`src/rtl/bram_arb_pkg.sv`:
```
// Shared defaults, FSM encoding and read-tag type for the two-port BRAM
// round-robin arbiter.
package bram_arb_pkg;

  localparam int unsigned AW_DEF        = 10;
  localparam int unsigned DW_DEF        = 16;
  localparam int unsigned RD_LAT_DEF    = 1;
  localparam int unsigned MAX_BURST_DEF = 16;

  typedef enum logic [1:0] {
    IDLE = 2'd0,
    OWN0 = 2'd1,
    OWN1 = 2'd2
  } arb_state_e;

  typedef struct packed {
    logic valid;
    logic id;
  } rd_tag_t;

  function automatic arb_state_e own_state(input logic idx);
    return idx ? OWN1 : OWN0;
  endfunction

endpackage

```
`src/rtl/rd_tag_pipe.sv`:
```
// Shift register carrying {valid, requester id} alongside each BRAM read so
// the returning data can be steered to the requester that issued it.
module rd_tag_pipe
  import bram_arb_pkg::*;
#(
  parameter int unsigned RD_LAT = RD_LAT_DEF
) (
  input  logic       clk,
  input  logic       rst,
  input  logic       push_valid,
  input  logic       push_id,
  output logic [1:0] rvalid
);

  rd_tag_t [RD_LAT:0] stage_q;
  rd_tag_t [RD_LAT:0] stage_d;

  always_comb begin
    stage_d    = stage_q;
    stage_d[0] = '{valid: push_valid, id: push_id};
    for (int k = 1; k <= int'(RD_LAT); k++) begin
      stage_d[k] = stage_q[k-1];
    end
  end

  // NOTE: this pipeline is reset, unlike a data RAM, because a stale valid
  // bit left over from before reset would fire a spurious rvalid.
  always_ff @(posedge clk or negedge rst) begin
    if (!rst) begin
      stage_q <= '0;
    end else begin
      stage_q <= stage_d;
    end
  end

  assign rvalid = {stage_q[RD_LAT].valid &  stage_q[RD_LAT].id,
                   stage_q[RD_LAT].valid & ~stage_q[RD_LAT].id};

endmodule

```
`src/rtl/bram_rr_arb.sv`:
```
// Two-requester round-robin arbiter in front of one single-port BRAM, with
// lockable bursts capped at MAX_BURST and per-requester read return.
module bram_rr_arb
  import bram_arb_pkg::*;
#(
  parameter int unsigned AW        = AW_DEF,
  parameter int unsigned DW        = DW_DEF,
  parameter int unsigned RD_LAT    = RD_LAT_DEF,
  parameter int unsigned MAX_BURST = MAX_BURST_DEF
) (
  input  logic [0:0]      clk,
  input  logic [0:0]      rst,
  input  logic [1:0]      req,
  input  logic [1:0]      we,
  input  logic [1:0]      lock,
  input  logic [2*AW-1:0] addr,
  input  logic [2*DW-1:0] wdata,
  output logic [1:0]      gnt,
  output logic [1:0]      rvalid,
  output logic [DW-1:0]   rdata,
  output logic            bram_en,
  output logic            bram_we,
  output logic [AW-1:0]   bram_addr,
  output logic [DW-1:0]   bram_din,
  input  logic [DW-1:0]   bram_dout
);

  localparam int unsigned CW = $clog2(MAX_BURST + 1);

  arb_state_e    state_q, state_d;
  logic          last_q, last_d;
  logic [CW-1:0] cnt_q, cnt_d;
  logic          sel;
  logic          push_valid;

  logic          bram_en_q, bram_en_d;
  logic          bram_we_q, bram_we_d;
  logic [AW-1:0] bram_addr_q, bram_addr_d;
  logic [DW-1:0] bram_din_q, bram_din_d;

  // NOTE: every signal written here gets a default first, so no path through
  // the case/if tree can leave one unassigned and infer a latch.
  always_comb begin
    gnt     = 2'b00;
    sel     = 1'b0;
    state_d = state_q;
    last_d  = last_q;
    cnt_d   = cnt_q;

    unique case (state_q)
      IDLE:    gnt = (req == 2'b11) ? (last_q ? 2'b01 : 2'b10) : req;
      OWN0:    gnt = (req[0] && lock[0]) ? 2'b01 : 2'b00;
      OWN1:    gnt = (req[1] && lock[1]) ? 2'b10 : 2'b00;
      default: gnt = 2'b00;
    endcase
    if (!rst) gnt = 2'b00;
    sel = gnt[1];

    if (gnt != 2'b00) begin
      last_d = sel;
      if (state_q == IDLE) begin
        if (lock[sel] && (MAX_BURST > 1)) begin
          state_d = own_state(sel);
          cnt_d   = CW'(1);
        end
      end else if (cnt_q == CW'(MAX_BURST - 1)) begin
        // Cap reached: last_d already names the owner, so the other side wins
        // the tie in the following IDLE cycle.
        state_d = IDLE;
        cnt_d   = '0;
      end else begin
        cnt_d = cnt_q + CW'(1);
      end
    end else if (state_q != IDLE) begin
      state_d = IDLE;
      cnt_d   = '0;
    end
  end

  always_comb begin
    bram_en_d   = |gnt;
    bram_we_d   = |gnt & we[sel];
    bram_addr_d = bram_addr_q;
    bram_din_d  = bram_din_q;
    if (|gnt) begin
      bram_addr_d = sel ? addr[AW +: AW]  : addr[0 +: AW];
      bram_din_d  = sel ? wdata[DW +: DW] : wdata[0 +: DW];
    end
  end

  assign push_valid = |gnt & ~we[sel];

  // NOTE: sequential state uses non-blocking assignment so every flop samples
  // the pre-edge value of the others, independent of statement order.
  always_ff @(posedge clk or negedge rst) begin
    if (!rst) begin
      state_q     <= IDLE;
      last_q      <= 1'b1;
      cnt_q       <= '0;
      bram_en_q   <= 1'b0;
      bram_we_q   <= 1'b0;
      bram_addr_q <= '0;
      bram_din_q  <= '0;
    end else begin
      state_q     <= state_d;
      last_q      <= last_d;
      cnt_q       <= cnt_d;
      bram_en_q   <= bram_en_d;
      bram_we_q   <= bram_we_d;
      bram_addr_q <= bram_addr_d;
      bram_din_q  <= bram_din_d;
    end
  end

  rd_tag_pipe #(
    .RD_LAT (RD_LAT)
  ) u_rd_tag_pipe (
    .clk        (clk),
    .rst        (rst),
    .push_valid (push_valid),
    .push_id    (sel),
    .rvalid     (rvalid)
  );

  assign bram_en   = bram_en_q;
  assign bram_we   = bram_we_q;
  assign bram_addr = bram_addr_q;
  assign bram_din  = bram_din_q;
  assign rdata     = bram_dout;

endmodule

```
`config.mk`:
```
export PLATFORM = sky130hd
export DESIGN_NAME = bram_rr_arb
export DESIGN_NICKNAME = d
export VERILOG_FILES = /design/src/rtl/bram_arb_pkg.sv /design/src/rtl/rd_tag_pipe.sv /design/src/rtl/bram_rr_arb.sv
export SDC_FILE = /design/constraint.sdc
export NUM_CORES = 1
export LEC_CHECK = 0
export BUFFER_PORTS_ARGS = -buffer_cell sky130_fd_sc_hd__buf_2
export CAP_MARGIN = 20
export CELL_PAD_IN_SITES_DETAIL_PLACEMENT = 2
export CELL_PAD_IN_SITES_GLOBAL_PLACEMENT = 2
export CORE_UTILIZATION = 24
export DETAILED_ROUTE_END_ITERATION = 16
export GPL_TIMING_DRIVEN = 0
export PLACE_DENSITY_LB_ADDON = 0.2
export SLEW_MARGIN = 40
export SYNTH_ARGS = -nofsm -noshare
export SYNTH_HDL_FRONTEND = slang
export SYNTH_SLANG_ARGS = --single-unit
```
`constraint.sdc`:
```
create_clock -name clk -period 2.07 [get_ports clk]
set_clock_uncertainty 0.1 [all_clocks]
set_input_delay 0.3105 -clock clk [delete_from_list [all_inputs] [get_ports clk]]
set_output_delay 0.3105 -clock clk [all_outputs]
set_load 0.01 [all_outputs]
```
# Yosys cells after proc, flatten, opt, wreduce, memory -nomap -nowiden
# Index checks and enable logic that the tools add are counted.
op_classes:
  n_addsub: 1
  mul: 0
  div: 0
  n_lt_le_gt_ge: 1
  eq_ne: 6
  shift: 0
  n_mux: 23
  bitwise_logic: 6
  reduce_logical: 9
ops:
  columns: ["operator", "count"]
  rows:
  - ["$mux W5", 5]
  - ["$mux W2", 10]
  - ["$mux W16", 1]
  - ["$mux W10", 1]
  - ["$pmux W2 S3", 1]
  - ["$reduce_bool A2 Y1", 3]
  - ["$add A5 B1 Y5 const B", 1]
  - ["$eq A5 B4 Y1 const B", 1]
  - ["$mux W1", 5]
  - ["$and A1 B1 Y1", 4]
  - ["$eq A2 B2 Y1 const B", 2]
  - ["$ne A3 B1 Y1 const B", 1]
  - ["$ne A3 B2 Y1 const B", 1]
  - ["$reduce_and A3 Y1", 1]
  - ["$eq A2 B1 Y1 const B", 1]
  - ["$logic_and A1 B1 Y1", 2]
  - ["$logic_not A2 Y1", 1]
  - ["$lt A1 B2 Y1 const B", 1]
  - ["$not A1 Y1", 2]
  - ["$reduce_and A2 Y1", 1]
  - ["$reduce_or A2 Y1", 1]
word_totals:
  reg_bits: 40
  latch_bits: 0
  mem_bits_rw: 0
  mem_bits_ro: 0
  in_bits: 76
  output_inout_bits: 48
  elab_cells: 57
  mem_count: 0

# Depth between registers and ports, before layout
depth:
  depth_word: 9
  ltp_mapped: 6
  depth_no_buf: 5

# Cells and area by module
# A second synthesis with hierarchy kept.
hier_totals:
  cells_unflattened: 171
  area_unflattened_um2: 1986.9
by_module_without_submodules:
  columns: ["module", "instances", "cells_per_inst", "area_each_um2", "seq_area_each_um2"]
  rows:
  - ["bram_rr_arb", 1, 165, 1870.5, 902.1]
  - ["rd_tag_pipe", 1, 6, 116.4, 100.1]

# Worst setup path before layout
# OpenSTA, ideal clock, no wires.
synth_path:
  path_kind: "register -> register"
  startpoint: "register last_q"
  endpoint: "register bram_addr_q[0] (netlist: bram_addr[0])"
  setup_time_ns: 0.123
  arrival_ns: 1.572
  required_time_ns: 1.847
  slack_ns: 0.275
  stages_incl_launch_ff: 7
  path_buffers: 2
  period_less_slack_ns: 1.795
  path_cell_list: "dfstp_2 nand2b_1 nor2_1 or3_1 buf_4 buf_6 o221a_1"
synth_between:
  elab_chain_len: 5
  elab_cells_between_ends: 6
  classes_between: "mux: 5; reduce/logical: 1"
synth_rtl:
  columns: ["element", "line", "text"]
  rows:
  - ["start: declaration", "bram_rr_arb.sv:31", "logic last_q, last_d;"]
  - ["start signal: assignment", "bram_rr_arb.sv:106", "last_q <= last_d;"]
  - ["$mux W2 (*) (2 in a row)", "bram_rr_arb.sv:51", "IDLE: gnt = (req == 2'b11) ? (last_q ? 2'b01 : 2'b10) : req;"]
  - ["$pmux W2 S3 (*)", "bram_rr_arb.sv:50", "unique case (state_q)"]
  - ["$mux W2 (*)", "bram_rr_arb.sv:56", "if (!rst) gnt = 2'b00;"]
  - ["$mux W10 or $reduce_or A2 Y1 (tied branches)", "bram_rr_arb.sv:86, bram_rr_arb.sv:85", null]
  - ["end signal: assignment", "bram_rr_arb.sv:110", "bram_addr_q <= bram_addr_d;"]
  - ["end: declaration", "bram_rr_arb.sv:38", "logic [AW-1:0] bram_addr_q, bram_addr_d;"]
# Mark *: on every way between the ends. The rest lies on a longest branch, timed or not.
# A chain may end at the register's enable or synchronous reset.

# Worst setup path in the final report
layout_path:
  startpoint: "register last_q"
  endpoint: "output gnt[0]"
layout_between:
  elab_chain_len: 4
layout_rtl:
  columns: ["element", "line", "text"]
  rows:
  - ["$mux W2 (2 in a row)", "bram_rr_arb.sv:51", null]
  - ["$pmux W2 S3", "bram_rr_arb.sv:50", null]
  - ["$mux W2", "bram_rr_arb.sv:56", null]
  - ["end: declaration", "bram_rr_arb.sv:18", "output logic [1:0] gnt,"]
# Every way passes these cells.

==> out/qor.yml <==
global_route:
  grt.overflow.total: 0
  grt_pass1_vias: 2015
  grt_max_degree: 40
  grtUsageTotal_pct: 15.17
  antenna_found_initial: 0
  grt_pass1_wl_um: 10030
drt:
  vias: 1786
  met3_length_um: 464
  viasPerCell: 4.591
  routedWlPerCell_um: 15.95
  route.top_layer_used: "met4"
  drc: 0
  routed_wl_um: 6205
  wl_met2_um: 3217
  first_pass_iters: 4
  dr.first_iter.drc_count: 44
  wl_met1_um: 2500
  antenna_left: 0
synthesis:
  yosysTopAreaCellShare_pct: 49.68
  yosys_warnings: 0
  synth.distinct_cells: 36
  synth_seq_cells: 40
  seq_area_frac_synth_pct: 51.02
  syn_inst: 167
  avgSynthCellArea_um2: 11.76
  yosysTopAreaCell: "dfrtp_1"
  ys.flop_type: "dfrtp_1"
  synth_edf_count: 0
  synth_area_leaders: "dfrtp_1, o221a_2, nand2b_1, buf_4, o221a_1"
  syn_nets: 244
  netlist_area_mm2: 0.001964
  async_reset_ff_share_pct: 100.0
critical_path:
  cp_slowest_cell: "dfstp_2"
  r2r-end: "bram_din[11]$_DFFE_PN0P_"
  cp.buffers_inverters: 3
  crit_fanout: 3
  cp.arrival_ns: 1.63
  max_stage_delay_ns: 0.54
  cp-end-kind: "output pin"
  crit_family: "flip-flops"
  worst-r2r-setup-slack_ns: 0.11
  r2r_start: "last_q$_DFFE_PN1P_"
  critPathLaunch: "last_q$_DFFE_PN1P_"
  path_cells: "nand2b_4 > nor2_1 > or3_4 > buf_8 > inv_2 > buf_6"
  worst_setup_path_start_kind: "flip-flop"
  cp_data_required_time_ns: 1.66
  reg2reg_depth: 7
  path_class: "reg2out"
outcome:
  status: "finished clean"
cells_and_area:
  fin_cells: 389
  diodes: 0
  syn2layout_area_growth_pct: 45.60
  fill_cells: 885
  drive_gt1_share_pct: 59.23
  nets: 363
timing:
  clock.fmax_ghz: 0.4900
  fin_crit_ns: 2.041
  worst_pin_slew_ns: 0.4896
  setup_viol: 0
  finalCritPeriodShare_pct: 98.59
  grt_setup_unrepaired: "true"
  fin_ws_ns: 0.02918
  hold_violations: 0
  maxSlewViolCount: 0
  relSlewSlack_pct: 67.36
clock_tree:
  htreeDepth: 2
  cts-root-buf: "clkbuf_8"
  cts.clk_slew.worst_paths_ns: 0.08
  cts_buffers: 5
  cts_tree: "built"
  cts_buffer_depth: 2
  insertion_delay_ns: 0.29
  clock-sinks: 40
place:
  hpwl_um: 4487
  port_buffers: 107
  place_inst: 376
  place_worst_setup_slack_ns: -0.2935
  gp_congestion: 0.6512
floorplan:
  pin_count: 124
  start_util_pct: 25.16
  row_count: 32
  die_y_um: 92.47
  fp.dieW_um: 92.47
  coreArea_mm2: 0.007807
  die_area_mm2: 0.008551
power_and_ir_drop:
  power_leakage_nw: 1.369
  vdd_drop_max_uv: 302.6
  p_total_mw: 2.302
  powerDensity_mw_per_mm2: 804.9
hold_path:
  hold_class: "in2reg"
  worstHoldEndpoint: "u_rd_tag_pipe.stage_d[3]$_DFF_PN0_"
  hp-start: "we[1]"
  whs_path_depth: 2
job:
  drv_cap: 0
## stage by stage
step	setup TNS [ns]	area, um^2	hold WS, ns	utilization, %
final	0	2860	0.1191	36.63
after global placement	-18.91	2628	0.2318	33.65
after CTS	0	2863	0.1046	36.67
after detailed placement	-6.434	2630	0.2356	33.69
after global routing	-0.1043	2860	0.1203	36.63
after floorplan	0	1964	-0.08509	-
## what timing repair did
action	CTS	global route
endpoints found under the hold margin	39	0
hold buffers	2	0
resized for setup	11	2
pin swaps	2	0
endpoints found under the setup margin	2	16
buffers inserted	4	0
## kinds of logic (layout without fill, tap and decap cells)
group           Yosys count  after routing  share of synthesized area (%)
fa+ha+maj                 1              1                         0.6368
buf+inv                  29            149                          9.872
mux                       1              1                         0.5096
simple gates             57             57                          18.03
compound gates           39             39                          19.94
flops                    40             40                          51.02
## sequential cells by signal, indices dropped and copies added (netlist names)
name and cells:
state_q 2, bram_en 1, cnt_q 5, bram_addr 10
last_q 1, bram_we 1, u_rd_tag_pipe.stage_q 2, u_rd_tag_pipe.stage_d 2
bram_din 16
## Yosys cell counts, drive strengths merged (2+ instances only)
| library cell | number |
|---|---|
| dfrtp | 39 |
| nand2b | 27 |
| o221a | 26 |
| buf | 23 |
| nor2b | 5 |
| nand2 | 4 |
| nor2 | 4 |
| a22o | 3 |
| and2 | 3 |
| and3 | 3 |
| clkbuf | 3 |
| inv | 3 |
| nand3 | 2 |
| nand3b | 2 |
| o21ai | 2 |
## power breakdown
group / total, mW / switching [mW] / internal (mW) / leakage [nW]
clock: 0.709 / 0.283 / 0.426 / 0.0645
sequential: 0.986 / 0.0748 / 0.912 / 0.461
combinational: 0.607 / 0.281 / 0.325 / 0.843
total: 2.30 / 0.639 / 1.66 / 1.37
## final cells by class
cell class                      instances  area [um^2]  area share [%]
Sequential cell                        40         1003           35.08
Multi-Input combinational cell         98        789.5           27.60
Timing Repair Buffer                  113        608.1           21.26
Buffer                                 25        193.9           6.780
Tap cell                              102        127.6           4.462
Clock buffer                            7        96.34           3.368
Clock inverter                          1        30.03           1.050
Inverter                                3        11.26          0.3937
## cell usage in the layout, fill, tap and decap left out, drive strengths merged, types with 2 or more instances in the layout
cell type / instances
and2: 3
buf: 135
nor2b: 5
nand2b: 27
a22o: 3
o21ai: 2
nand3b: 2
and3: 3
inv: 3
nor2: 4
nand2: 4
dfrtp: 39
o221a: 26
nand3: 2
clkbuf: 9
## worst max path at each step
stage / to / cells after the start
4_1_cts: gnt[0] / 6
6_report: gnt[0] / 6
2_1_floorplan: bram_addr[0]$_DFFE_PN0P_ / 6
3_5_place_dp: gnt[1] / 6
3_3_place_gp: gnt[1] / 6
5_1_grt: gnt[1] / 5
## layer usage
layer  global-route usage [%]  vias to the layer above
met5                        0                        -
met4                    3.516                        0
met3                    5.090                        2
met2                    26.85                       68
met1                    17.57                      886
li1                         -                      830
(Power assumes the default switching activity.)
